File: config.mk
export PLATFORM = sky130hd
export DESIGN_NAME = avalon_bus_arbiter_flat
export DESIGN_NICKNAME = d
export VERILOG_FILES = /design/src/rtl/avalon_bus_arbiter_pkg.sv /design/src/rtl/avalon_bus_arbiter_if.sv /design/src/rtl/avalon_bus_arbiter_id_fifo.sv /design/src/rtl/avalon_bus_arbiter.sv /design/src/flat_wrapper.sv
export SDC_FILE = /design/constraint.sdc
export NUM_CORES = 1
export LEC_CHECK = 0
export ABC_CLOCK_PERIOD_IN_PS = 3540
export CORE_AREA = 2 2 122 124
export DETAILED_ROUTE_END_ITERATION = 8
export DIE_AREA = 0 0 124 126
export PLACE_DENSITY_LB_ADDON = 0.25
export SLEW_MARGIN = 20
export SYNTH_ARGS = -nofsm -noshare
export SYNTH_HDL_FRONTEND = slang
export SYNTH_SLANG_ARGS = --single-unit
export TNS_END_PERCENT = 1
File: constraint.sdc
create_clock -name clk -period 3.54 [get_ports clk]
set_input_delay 0.708 -clock clk [delete_from_list [all_inputs] [get_ports clk]]
set_output_delay 0.708 -clock clk [all_outputs]
set_load 0.1 [all_outputs]
File: src/rtl/avalon_bus_arbiter_pkg.sv
// Shared types for the two-host Avalon-MM arbiter.
//   avalon_req_t  : host/device request (read, write, address, writedata, byte_enable)
//   avalon_resp_t : device/host response (readdata, readdatavalid, waitrequest)
//   arb_host_id_t : index of a host (0 = ibus, 1 = LSU dbus)
package avalon_bus_arbiter_pkg;

   typedef struct packed {
      logic        read;
      logic        write;
      logic [31:0] address;
      logic [31:0] writedata;
      logic [3:0]  byte_enable;
   } avalon_req_t;

   typedef struct packed {
      logic [31:0] readdata;
      logic        readdatavalid;
      logic        waitrequest;
   } avalon_resp_t;

   localparam int unsigned ARB_NUM_HOSTS = 2;

   typedef logic [0:0] arb_host_id_t;

   typedef enum logic {StIdle, StLocked} arb_state_e;

endpackage

File: src/rtl/avalon_bus_arbiter_if.sv
// One Avalon-MM link: request travels master -> slave, response slave -> master.
//   master : drives req, receives resp (the device side of the arbiter)
//   slave  : receives req, drives resp (the host sides of the arbiter)
interface avalon_bus_arbiter_if;
   import avalon_bus_arbiter_pkg::*;

   avalon_req_t  req;
   avalon_resp_t resp;

   modport master (output req, input resp);
   modport slave  (input req, output resp);

endinterface

File: src/rtl/avalon_bus_arbiter_id_fifo.sv
// In-order FIFO of host ids for reads accepted by the device but not yet returned.
//   clk, rst      : clock, synchronous active-low reset (clears the FIFO)
//   push, push_id : enqueue an id (ignored when full)
//   pop           : dequeue the head (ignored when empty)
//   full, empty   : occupancy flags
//   head          : id at the front of the queue
module avalon_bus_arbiter_id_fifo
   import avalon_bus_arbiter_pkg::*;
#(
   parameter int unsigned DEPTH = 4
) (
   input  logic         clk,
   input  logic         rst,
   input  logic         push,
   input  arb_host_id_t push_id,
   input  logic         pop,
   output logic         full,
   output logic         empty,
   output arb_host_id_t head
);

   localparam int unsigned PtrW = $clog2(DEPTH);
   localparam int unsigned CntW = PtrW + 1;

   arb_host_id_t    mem_q [DEPTH];
   logic [PtrW-1:0] wr_ptr_q, rd_ptr_q;
   logic [CntW-1:0] count_q;
   logic            do_push, do_pop;

   assign full    = (count_q == CntW'(DEPTH));
   assign empty   = (count_q == '0);
   assign head    = mem_q[rd_ptr_q];
   assign do_push = push & ~full;
   assign do_pop  = pop & ~empty;

   always_ff @(posedge clk) begin
      if (!rst) begin
         wr_ptr_q <= '0;
         rd_ptr_q <= '0;
         count_q  <= '0;
      end else begin
         if (do_push) begin
            mem_q[wr_ptr_q] <= push_id;
            wr_ptr_q        <= wr_ptr_q + PtrW'(1);
         end
         if (do_pop) begin
            rd_ptr_q <= rd_ptr_q + PtrW'(1);
         end
         // Simultaneous push and pop leaves the count unchanged.
         count_q <= count_q + CntW'(do_push) - CntW'(do_pop);
      end
   end

endmodule

File: src/rtl/avalon_bus_arbiter.sv
// Round-robin arbiter sharing one Avalon-MM device port between host 0 (ibus)
// and host 1 (LSU dbus). Grants are held across device waitrequest, and read
// returns are routed back to the issuing host in order.
//   clk, rst   : clock, synchronous active-low reset
//   h0_avalon  : host 0 link (slave side)
//   h1_avalon  : host 1 link (slave side)
//   dev_avalon : shared device link (master side)
module avalon_bus_arbiter
   import avalon_bus_arbiter_pkg::*;
#(
   parameter int unsigned MAX_OUTSTANDING = 4,
   parameter int unsigned DEFAULT_PRIO    = 0
) (
   input  logic          clk,
   input  logic          rst,
   avalon_bus_arbiter_if.slave  h0_avalon,
   avalon_bus_arbiter_if.slave  h1_avalon,
   avalon_bus_arbiter_if.master dev_avalon
);

   // last_grant starts opposite DEFAULT_PRIO so DEFAULT_PRIO wins the first tie.
   localparam arb_host_id_t RstLastGrant = arb_host_id_t'(DEFAULT_PRIO == 0);

   arb_state_e   state_q, state_d;
   arb_host_id_t last_grant_q, last_grant_d;
   arb_host_id_t locked_id_q, locked_id_d;

   avalon_req_t              host_req [ARB_NUM_HOSTS];
   logic [ARB_NUM_HOSTS-1:0] eligible;
   arb_host_id_t             gnt_id;
   logic                     gnt_valid, accept, push, pop;
   logic                     fifo_full, fifo_empty;
   arb_host_id_t             head_id;

   assign host_req[0] = h0_avalon.req;
   assign host_req[1] = h1_avalon.req;

   // A read cannot be forwarded while the id FIFO is full; writes always can.
   always_comb begin
      for (int i = 0; i < ARB_NUM_HOSTS; i++) begin
         eligible[i] = host_req[i].write | (host_req[i].read & ~fifo_full);
      end
   end

   always_comb begin
      gnt_id    = last_grant_q;
      gnt_valid = 1'b0;
      if (rst) begin
         if (state_q == StLocked) begin
            gnt_id    = locked_id_q;
            gnt_valid = eligible[locked_id_q];
         end else begin
            unique case (eligible)
               2'b01:   begin gnt_id = 1'b0;          gnt_valid = 1'b1; end
               2'b10:   begin gnt_id = 1'b1;          gnt_valid = 1'b1; end
               2'b11:   begin gnt_id = ~last_grant_q; gnt_valid = 1'b1; end
               default: begin gnt_id = last_grant_q;  gnt_valid = 1'b0; end
            endcase
         end
      end
   end

   assign accept = gnt_valid & ~dev_avalon.resp.waitrequest;
   assign push   = accept & host_req[gnt_id].read;
   // Returns with nothing outstanding (e.g. orphaned by a reset) are dropped.
   assign pop    = rst & dev_avalon.resp.readdatavalid & ~fifo_empty;

   always_comb begin
      state_d      = state_q;
      last_grant_d = last_grant_q;
      locked_id_d  = locked_id_q;
      if (accept) begin
         state_d      = StIdle;
         last_grant_d = gnt_id;
      end else if (gnt_valid) begin
         state_d     = StLocked;
         locked_id_d = gnt_id;
      end
   end

   always_ff @(posedge clk) begin
      if (!rst) begin
         state_q      <= StIdle;
         last_grant_q <= RstLastGrant;
         locked_id_q  <= '0;
      end else begin
         state_q      <= state_d;
         last_grant_q <= last_grant_d;
         locked_id_q  <= locked_id_d;
      end
   end

   always_comb begin
      dev_avalon.req = '0;
      if (gnt_valid) begin
         dev_avalon.req = host_req[gnt_id];
      end
      h0_avalon.resp = '{
         readdata:      dev_avalon.resp.readdata,
         readdatavalid: pop & (head_id == 1'b0),
         waitrequest:   ~(gnt_valid & (gnt_id == 1'b0)) | dev_avalon.resp.waitrequest
      };
      h1_avalon.resp = '{
         readdata:      dev_avalon.resp.readdata,
         readdatavalid: pop & (head_id == 1'b1),
         waitrequest:   ~(gnt_valid & (gnt_id == 1'b1)) | dev_avalon.resp.waitrequest
      };
   end

   avalon_bus_arbiter_id_fifo #(
      .DEPTH (MAX_OUTSTANDING)
   ) u_id_fifo (
      .clk     (clk),
      .rst     (rst),
      .push    (push),
      .push_id (gnt_id),
      .pop     (pop),
      .full    (fifo_full),
      .empty   (fifo_empty),
      .head    (head_id)
   );

endmodule
File: src/flat_wrapper.sv
// flat-port wrapper written by rule: the top's interface ports become plain ports
module avalon_bus_arbiter_flat import avalon_bus_arbiter_pkg::*;
#(
   parameter int unsigned MAX_OUTSTANDING = 4,
   parameter int unsigned DEFAULT_PRIO    = 0
)
  (clk, rst, h0_avalon_req, h0_avalon_resp, h1_avalon_req, h1_avalon_resp, dev_avalon_req, dev_avalon_resp);
  avalon_bus_arbiter_if h0_avalon_i ();
  avalon_bus_arbiter_if h1_avalon_i ();
  avalon_bus_arbiter_if dev_avalon_i ();
  input  logic clk;
  input  logic rst;
  input wire logic [$bits(h0_avalon_i.req)-1:0] h0_avalon_req;
  output wire logic [$bits(h0_avalon_i.resp)-1:0] h0_avalon_resp;
  input wire logic [$bits(h1_avalon_i.req)-1:0] h1_avalon_req;
  output wire logic [$bits(h1_avalon_i.resp)-1:0] h1_avalon_resp;
  output wire logic [$bits(dev_avalon_i.req)-1:0] dev_avalon_req;
  input wire logic [$bits(dev_avalon_i.resp)-1:0] dev_avalon_resp;
  assign h0_avalon_i.req = h0_avalon_req;
  assign h0_avalon_resp = h0_avalon_i.resp;
  assign h1_avalon_i.req = h1_avalon_req;
  assign h1_avalon_resp = h1_avalon_i.resp;
  assign dev_avalon_req = dev_avalon_i.req;
  assign dev_avalon_i.resp = dev_avalon_resp;
  avalon_bus_arbiter #(.MAX_OUTSTANDING(MAX_OUTSTANDING), .DEFAULT_PRIO(DEFAULT_PRIO)) u_core (.clk(clk), .rst(rst), .h0_avalon(h0_avalon_i), .h1_avalon(h1_avalon_i), .dev_avalon(dev_avalon_i));
endmodule
==> Word level (Yosys, flattened, before mapping) <==
Memories as Yosys holds them, arrays and structs flattened. A register that Yosys moved wholly into a read port is not among the register bits.
Cells that the tools add are included.
{ "totals": {"elab_cells": 65, "ramBits": 4, "mem_count": 1, "out_inout_bits": 138, "input_bits": 176, "register_bits": 10} }
{ "memory_table": {"columns": ["memory", "words", "width", "read_ports", "rd_clocked_by_memory_dff", "write_ports", "line_no", "source"], "rows": [
  ["u_core.u_id_fifo.mem_q", 4, 1, 1, 1, 1, "avalon_bus_arbiter_id_fifo.sv:25", "arb_host_id_t mem_q [DEPTH];"]
]} }
{ "classes": {"n_eq_ne": 4, "add_sub_neg": 4, "reduce_logical": 4, "mux": 17, "bitwise_logic": 27, "order_cmp": 2} }
{ "op_table": {"columns": ["operator", "n"], "rows": [
  ["70-bit two-way mux", 4],
  ["1-bit AND", 12],
  ["1-bit two-way mux", 10],
  ["1-bit NOT", 10],
  ["2-bit by 1-bit adder with 2-bit output (second input constant)", 2],
  ["2-bit == test (second input constant)", 2],
  ["2-bit two-way mux", 2],
  ["1-bit OR", 4],
  ["3-bit by 1-bit adder with 3-bit output", 1],
  ["3-bit == test (second input constant)", 1],
  ["3-bit logical NOT", 1],
  ["1-bit case mux with 3 select lines", 1],
  ["3-bit OR reduction", 1],
  ["3-bit by 1-bit subtractor with 3-bit output", 1],
  ["2-bit by 1-bit == test with 1-bit output (second input constant)", 1],
  ["2-bit greater-or-equal comparator (second input constant)", 1],
  ["1-bit by 2-bit less-than comparator with 1-bit output (second input constant)", 1],
  ["1-bit NOT with 2-bit output", 1],
  ["2-bit AND reduction", 1],
  ["2-bit OR reduction", 1]
]} }

==> Logic depth before layout (Yosys ltp) <==
Gate-level depths: netlist (run 1).
{ "depth": {"depth_word": 17, "ltp_mapped": 12, "mapped_depth_nobuf": 12} }

==> Cells and area by module <==
A second synthesis (run 1) with hierarchy kept.
{ "unflattened": {"cells_unflattened": 249, "hier_area_um2": 2132.0} }
{ "by_module_without_submodules": {"columns": ["module", "area_per_inst_um2", "cells_each", "n_inst", "seq_area_each_um2"], "rows": [
  ["avalon_bus_arbiter", 1497.7, 193, 1, 60.1],
  ["avalon_bus_arbiter_id_fifo", 634.4, 56, 1, 300.3]
]} }

==> Worst setup path before layout (run 1) <==
Ideal clock, no wire load.
{ "synth_timing": {"path_type": "input-to-output", "startpoint": "in h0_avalon_req[68]", "endpoint": "out dev_avalon_req[47]", "path_slack_ps": -916, "cell_stages": 7, "n_path_buf": 2, "t_arrival_ps": 3748, "path_cell_list": "nor4b_1 > nor3_1 > o311ai_1 > clkbuf_1 > buf_1 > nand2_1 > a21oi_1"} }
{ "synth_via": {"elab_chain_len": 10, "elab_cells_between_ends": 18} }
{ "synth_lines": {"columns": ["element", "line_no", "source"], "rows": [
  ["from (decl)", "flat_wrapper.sv:13", "input wire logic [$bits(h0_avalon_i.req)-1:0] h0_avalon_req;"],
  ["1-bit OR *", "avalon_bus_arbiter.sv:41", "eligible[i] = host_req[i].write | (host_req[i].read & ~fifo_full);"],
  ["2-bit == test or 2-bit by 1-bit == test with 1-bit output (tied branches)", "avalon_bus_arbiter.sv:53", "unique case (eligible)"],
  ["1-bit case mux with 3 select lines", "avalon_bus_arbiter.sv:53", null],
  ["1-bit two-way mux", "avalon_bus_arbiter.sv:49", "if (state_q == StLocked) begin"],
  ["1-bit two-way mux", "avalon_bus_arbiter.sv:48", "if (rst) begin"],
  ["1-bit NOT with 2-bit output (implied by the code)", "avalon_bus_arbiter.sv:96", "dev_avalon.req = host_req[gnt_id];"],
  ["70-bit two-way mux (implied by the code) (3 in a row)", "avalon_bus_arbiter.sv:96", null],
  ["70-bit two-way mux *", "avalon_bus_arbiter.sv:95", "if (gnt_valid) begin"],
  ["to (decl)", "flat_wrapper.sv:17", "output wire logic [$bits(dev_avalon_i.req)-1:0] dev_avalon_req;"]
]} }
Mark *: on every way between the ends. The rest lies on a longest branch, timed or not. The select of a mux whose other input is x is not followed.

==> Final worst setup path (run 1) <==
{ "layout_timing": {"startpoint": "in h0_avalon_req[69]", "endpoint": "out dev_avalon_req[64]"} }
{ "layout_via": {"elab_chain_len": 11, "elab_cells_between_ends": 19} }
{ "layout_lines": {"columns": ["element", "line_no"], "rows": [
  ["1-bit AND *", "avalon_bus_arbiter.sv:41"],
  ["1-bit OR *", "avalon_bus_arbiter.sv:41"],
  ["2-bit == test or 2-bit by 1-bit == test with 1-bit output (tied branches)", "avalon_bus_arbiter.sv:53"],
  ["1-bit case mux with 3 select lines", "avalon_bus_arbiter.sv:53"],
  ["1-bit two-way mux", "avalon_bus_arbiter.sv:49"],
  ["1-bit two-way mux", "avalon_bus_arbiter.sv:48"],
  ["1-bit NOT with 2-bit output (implied by the code)", "avalon_bus_arbiter.sv:96"],
  ["70-bit two-way mux (implied by the code) (3 in a row)", "avalon_bus_arbiter.sv:96"],
  ["70-bit two-way mux *", "avalon_bus_arbiter.sv:95"]
]} }
Marks and branches as above.

==> flow_metrics.env, run 1 <==
export IMPL_fin_crit_sh_pct=100
export IMPL_avgSynthCellArea_um2=6.17
export IMPL_grt_pass1_wl_um=18700
export IMPL_wl_um=13500
export IMPL_peakVddDrop_mv=0.188
export IMPL_violations="setup timing"
export IMPL_ctsHtreeMaxLevel=1
export IMPL_initial_core_util_pct=16.7
export IMPL_grt_max_degree=37
export IMPL_fin_setup_tns_ns=-0.00868
export IMPL_stdcell_count=747
export IMPL_via_per_inst=4.19
export IMPL_r2r_start="u_core.u_id_fifo.count_q[0]"
export IMPL_synth_edff_count=4
export IMPL_synth_area_top_cells="nand2_1 23%, buf_4 20%, a21oi_1 16%"
export IMPL_seq_area_frac_synth_pct=15.1
export IMPL_min_path_cells=2
export IMPL_power_density_nw_per_um2=422
export IMPL_ff2ff_setup_slack_ns=0.17
export IMPL_async_flop_share_pct=0
export IMPL_diodes=0
export IMPL_outcome="complete, but fails checks"
export IMPL_leakagePower_uw=0.00227
export IMPL_grt_usage_pct=16.0
export IMPL_grt_util_met1_pct=14.8
export IMPL_vias=3133
export IMPL_cp_max_fo=19
export IMPL_arrival_ns=2.84
export IMPL_setup_ws_ns=-0.00797
export IMPL_portBuffers=217
export IMPL_rows=44
export IMPL_top_usage_layer="met2"
export IMPL_antenna_found_initial=0
export IMPL_ys_types=38
export IMPL_cp_required_ns=2.83
export IMPL_dp_cells=732
export IMPL_grt_use_met2_pct=25.6
export IMPL_fin_skew_ns=0.00298
export IMPL_drt_iter0_drc=116
export IMPL_detail_route_antenna_nets=0
export IMPL_hold_viol=0
export IMPL_finalInstanceArea_um2=5590
export IMPL_hpwl_um=11200
export IMPL_synth_top_area_share_pct=22.8
export IMPL_max_slew_margin_pct=75.2
export IMPL_start_kind="input pin"
export IMPL_wl_per_cell_um=18.0
export IMPL_insertion_delay_ns=0.24
export IMPL_cts_tree="yes"
export IMPL_hold_path_endpoint="u_core.u_id_fifo.wr_ptr_q[1]"
export IMPL_globalplace_congestion=0.895
export IMPL_first_pass_iters=4
export IMPL_dieArea_um2=15600
export IMPL_die_w_um=124
export IMPL_syn_area_um2=2390
export IMPL_place_ws_ns=-0.735
export IMPL_synth_commonest_cells="145 x nand2_1, 76 x a21oi_1, 64 x buf_4"
export IMPL_cts_hold_buf=0
export IMPL_placed_area_um2=5300
export IMPL_rsz0062_at_grt="yes"
export IMPL_root_buffer="clkbuf_16"
export IMPL_synth_most_common_cell="nand2_1"
export IMPL_cts_sinks=16
export IMPL_worstSetupPathType="in2out"
export IMPL_setup_violations=2
export IMPL_synthCells=387
export IMPL_max_freq_mhz=282
export IMPL_cts_buffers=3
export IMPL_die_h_um=126
export IMPL_synth_warning_count=0
export IMPL_cts_buffer_depth=2
export IMPL_syn_to_final_growth_pct=134
export IMPL_drc=0
export IMPL_ioPinCount=314
export IMPL_synth_top_flop_cell="dfxtp_1"
export IMPL_hold_path_class="reg2reg"
export IMPL_tightest_slew_ns=0.372
export IMPL_regToRegEndpoint="u_core.u_id_fifo.count_q[2]"
export IMPL_grt_overflow_total=0
export IMPL_min_period_ns=3.55
export IMPL_met3_usage_pct=15.6
export IMPL_synth_seq_cells=16
export IMPL_synthesis_nets=570
export IMPL_clk_pin_slew_ns=0.05
export IMPL_rr_worst_depth=13
export IMPL_yosysTopAreaCell="nand2_1"
export IMPL_maxSlewViolCount=0
export IMPL_holdCritStartpoint="u_core.u_id_fifo.wr_ptr_q[1]"
export IMPL_maxCapViolCount=0
export IMPL_nets=747
export IMPL_cp_end_kind="output port"
export IMPL_fillers=1408
export IMPL_grt_pass1_vias=3129
export IMPL_core_area_um2=14300
export IMPL_drive_gt1_share_pct=29.5
==> cells by family (layout without fill, tap and decap cells) <==
| logic type | Yosys count | after routing | share of synthesized area [%] |
|---|---|---|---|
| adder cells (fa/ha/maj) | 7 | 7 | 3.99 |
| multiplexers | 4 | 4 | 2.20 |
| XOR/XNOR | 4 | 4 | 1.47 |
| buffers and inverters | 98 | 274 | 25.8 |
| flip-flops | 16 | 16 | 15.1 |
| AO/OA/AOI/OAI | 86 | 86 | 20.8 |
| AND/OR/NAND/NOR | 172 | 172 | 30.7 |
==> cell type report <==
| class | count | area (um2) | area share, % |
|---|---|---|---|
| Clock buffer | 3 | 75.1 | 1.34 |
| Tap cell | 184 | 230 | 4.12 |
| Clock inverter | 1 | 3.75 | 0.0672 |
| Timing Repair Buffer | 260 | 3320 | 59.4 |
| Multi-Input combinational cell | 273 | 1560 | 28.0 |
| Sequential cell | 16 | 360 | 6.45 |
| Inverter | 10 | 37.5 | 0.672 |
==> report_power, final <==
group          switching (uW)  internal (uW)  total (uW)
sequential               27.9            214         242
combinational            1150            748        1890
clock                    69.7            150         219
total                    1240           1110        2360
==> metrics by stage <==
stage	util [%]	hold slack [ns]	total power, uW
after floorplan	-	0.468	1630
after global placement	37.0	0.477	2060
after detailed placement	37.0	0.499	2070
after CTS	38.7	0.506	2360
after global routing	39.0	0.528	2450
final	39.0	0.499	2360
==> worst max path at each step <==
| stage | start | endpoint | slack (ns) | depth (start not counted) |
|---|---|---|---|---|
| after floorplan | h1_avalon_req[68] | dev_avalon_req[10] | -0.73 | 7 |
| after global placement | h1_avalon_req[68] | u_core.u_id_fifo.count_q[2] | -0.69 | 13 |
| after detailed placement | h1_avalon_req[68] | u_core.u_id_fifo.count_q[2] | -0.74 | 13 |
| after CTS | h1_avalon_req[68] | u_core.u_id_fifo.count_q[2] | -0.05 | 13 |
| after global routing | h0_avalon_req[69] | dev_avalon_req[64] | -0.07 | 8 |
| final | h0_avalon_req[69] | dev_avalon_req[64] | -0.008 | 8 |
==> worst max-delay path, cell delays in order <==
cell	delay, ns
clkdlybuf4s50_1	0.55
buf_4	0.16
a221oi_1	0.09
a2111o_2	0.48
buf_4	0.24
buf_4	0.17
a21oi_1	0.22
buf_12	0.21
==> cells in the final DEF (no fill, tap or decap), types with 2 or more instances in the layout <==
master / Yosys / routed
a2111oi_4: 1 / 2
a21oi_1: 76 / 57
a21oi_2: 0 / 19
and2_1: 3 / 3
and2_2: 4 / 4
and2b_2: 2 / 2
buf_12: 0 / 78
buf_4: 64 / 37
clkbuf_16: 0 / 3
clkdlybuf4s50_1: 0 / 139
dfxtp_1: 12 / 12
dlygate4sd2_1: 0 / 3
edfxtp_1: 4 / 4
ha_1: 6 / 4
ha_4: 0 / 2
inv_1: 9 / 8
inv_2: 1 / 2
mux2i_1: 3 / 3
nand2_1: 145 / 145
nor2_1: 7 / 7
o311a_2: 1 / 2
o31ai_1: 2 / 2
or4b_4: 2 / 2
xnor2_1: 3 / 2
==> layer usage <==
layer | vias up | part of all wire, %
met5 | - | 0
met4 | 0 | 1.4
met3 | 18 | 22
met2 | 166 | 45
met1 | 1399 | 31
li1 | 1550 | -
==> what timing repair did <==
action | 4_1_cts | 5_1_grt
resized for setup | 20 | 9
cloned | 1 | 0
setup endpoints to repair | 74 | 37
pin swaps | 9 | 4
buffers inserted | 10 | 0
Note: power is estimated with default switching activity, not from simulation.
==> inputs of run 2 (changes only) <==
--- a/config.mk
+++ b/config.mk
@@ -10,6 +10,7 @@
 export DETAILED_ROUTE_END_ITERATION = 8
 export DIE_AREA = 0 0 124 126
 export PLACE_DENSITY_LB_ADDON = 0.25
+export REMOVE_ABC_BUFFERS = 1
 export SLEW_MARGIN = 20
 export SYNTH_ARGS = -nofsm -noshare
 export SYNTH_HDL_FRONTEND = slang
==> run 2 against run 1 <==
Effect of this change:
- the flow still finishes with violations (setup timing)
- via count rose by 4.9%
- hold slack improved by 0.013 ns
- routed wire length increased by 6.6%
- power grew 2.9%
- first-iteration DRC count grew 8.6%
- final cell count shrank 0.54%
- non-clock buffer count down 4
- register-to-register slack worse by 0.11 ns
- clock skew decreased by 0.0021 ns
- utilization up 1.2 points
- highest routed layer is now met5
==> flow_metrics.env, run 2 (same netlist as run 1, synthesis figures left out) <==
export IMPL_outcome="complete, but fails checks"
export IMPL_violations="setup timing"
export IMPL_initial_core_util_pct=16.7
export IMPL_fin_setup_tns_ns=-0.0539
export IMPL_ioPinCount=314
export IMPL_cp_end_kind="flip-flop"
export IMPL_drive_gt1_share_pct=35.4
export IMPL_die_w_um=124
export IMPL_p_total_uw=2420
export IMPL_grt_max_degree=45
export IMPL_rows=44
export IMPL_diodes=0
export IMPL_hpwl_um=11300
export IMPL_leakagePower_uw=0.00229
export IMPL_antenna_found_initial=0
export IMPL_wl_per_cell_um=19.3
export IMPL_max_slew_margin_pct=72.1
export IMPL_core_area_um2=14300
export IMPL_cp_max_fo=3
export IMPL_power_density_nw_per_um2=421
export IMPL_detail_route_antenna_nets=0
export IMPL_max_freq_mhz=278
export IMPL_slowest_delay_ns=0.55
export IMPL_grt_pass1_vias=3479
export IMPL_whs_ns=0.512
export IMPL_drc=0
export IMPL_portBuffers=217
export IMPL_grt_overflow_total=0
export IMPL_wl_um=14400
export IMPL_min_period_ns=3.59
export IMPL_rr_worst_depth=13
export IMPL_globalplace_congestion=0.820
export IMPL_arrival_ns=3.73
export IMPL_cts_sinks=16
export IMPL_insertion_delay_ns=0.25
export IMPL_worstSetupPathType="in2reg"
export IMPL_grt_pass1_wl_um=20600
export IMPL_clk_pin_slew_ns=0.05
export IMPL_nets=743
export IMPL_cts_buffers=3
export IMPL_cts_hold_buf=0
export IMPL_drt_iter0_drc=126
export IMPL_vias=3288
export IMPL_cts_buffer_depth=2
export IMPL_maxCapViolCount=0
export IMPL_maxSlewViolCount=0
export IMPL_cp_required_ns=3.68
export IMPL_setup_ws_ns=-0.0539
export IMPL_syn_to_final_growth_pct=141
export IMPL_start_kind="input pin"
export IMPL_cts_tree="yes"
export IMPL_min_path_cells=2
export IMPL_crit_path_cell_trace="buf_4 -> or4b_4 -> and4b_4 -> or4b_4 -> a2111oi_4 -> inv_2 -> ha_4 -> inv_2 -> ha_4 -> fa_2 -> xnor2_2 -> xnor2_1 -> nor2_1"
export IMPL_ctsHtreeMaxLevel=1
export IMPL_hold_path_class="reg2reg"
export IMPL_fin_crit_sh_pct=102
export IMPL_grt_usage_pct=17.5
export IMPL_tightest_slew_ns=0.418
export IMPL_hold_viol=0
export IMPL_via_per_inst=4.43
export IMPL_fin_skew_ns=0.000902
export IMPL_peakVddDrop_mv=0.192
export IMPL_final_common_cell="nand2_1"
export IMPL_rsz0062_at_grt="yes"
export IMPL_die_h_um=126
export IMPL_setup_violations=1
export IMPL_cp_slowest_cell="or4b_4"
export IMPL_dieArea_um2=15600
export IMPL_first_pass_iters=4
export IMPL_root_buffer="clkbuf_16"
export IMPL_final_cell_mix="145 x nand2_1, 139 x clkdlybuf4s50_1, 82 x buf_12"
## run 2: cell count changes in the layout (fill, tap and decap cells not counted), sizes merged
cell,delta
dlygate4sd2,-2
buf,-4
dlymetal6s2s,+2
## run 2: path summary, 6_finish.rpt
path                                      from  slack, ns                           end
setup / recovery             h1_avalon_req[68]      -0.05   u_core.u_id_fifo.count_q[2]
hold / removal    u_core.u_id_fifo.wr_ptr_q[1]       0.51  u_core.u_id_fifo.wr_ptr_q[1]
setup reg to reg   u_core.u_id_fifo.count_q[2]       0.06   u_core.u_id_fifo.count_q[2]
hold reg to reg   u_core.u_id_fifo.wr_ptr_q[1]       0.51  u_core.u_id_fifo.wr_ptr_q[1]
## run 2: power by group
part	switching [uW]	internal, uW
Combinational	1190	773
Clock	72.2	150
Sequential	25.6	214
## run 2: timing repair
item | in CTS | in global routing
gates resized for setup | 35 | 42
pin swaps | 9 | 8
gates cloned | 1 | 0
endpoints found under the hold margin | 0 | 0
endpoints found under the setup margin | 74 | 73
setup buffers | 10 | 1
## run 2: through the flow
step	std cells	worst slack [ns]	cell area (um2)	utilization, %
floorplan	299	-3.79	1810	-
global placement	728	-0.598	5270	36.8
detailed placement	728	-0.686	5270	36.8
CTS	743	-0.0936	5590	39.0
global route	743	-0.121	5750	40.2
finish	743	-0.0539	5750	40.2
## run 2: layout make-up
type	count	area [um2]
clock buffer	3	75.1
multi-input combinational	273	1700
inverter	10	37.5
clock inverter	1	3.75
tap	184	230
sequential	16	360
fill	1441	8560
timing repair buffer	256	3350
## run 2: critical path, delay by kind of cell
family	cells	cell delay [ns]
AO/OA/AOI/OAI	1	0.35
XOR/XNOR	2	0.32
adder cells (fa/ha/maj)	3	0.77
buffers and inverters	3	0.28
AND/OR/NAND/NOR	4	1.30
## run 2: routing by layer
metal | vias to the layer above | share of wire, % | track usage [%]
li1 | 1537 | - | -
met1 | 1507 | 35 | 18.0
met2 | 225 | 48 | 28.3
met3 | 15 | 15 | 12.6
met4 | 4 | 0.84 | 2.12
met5 | - | 1.1 | 11.8
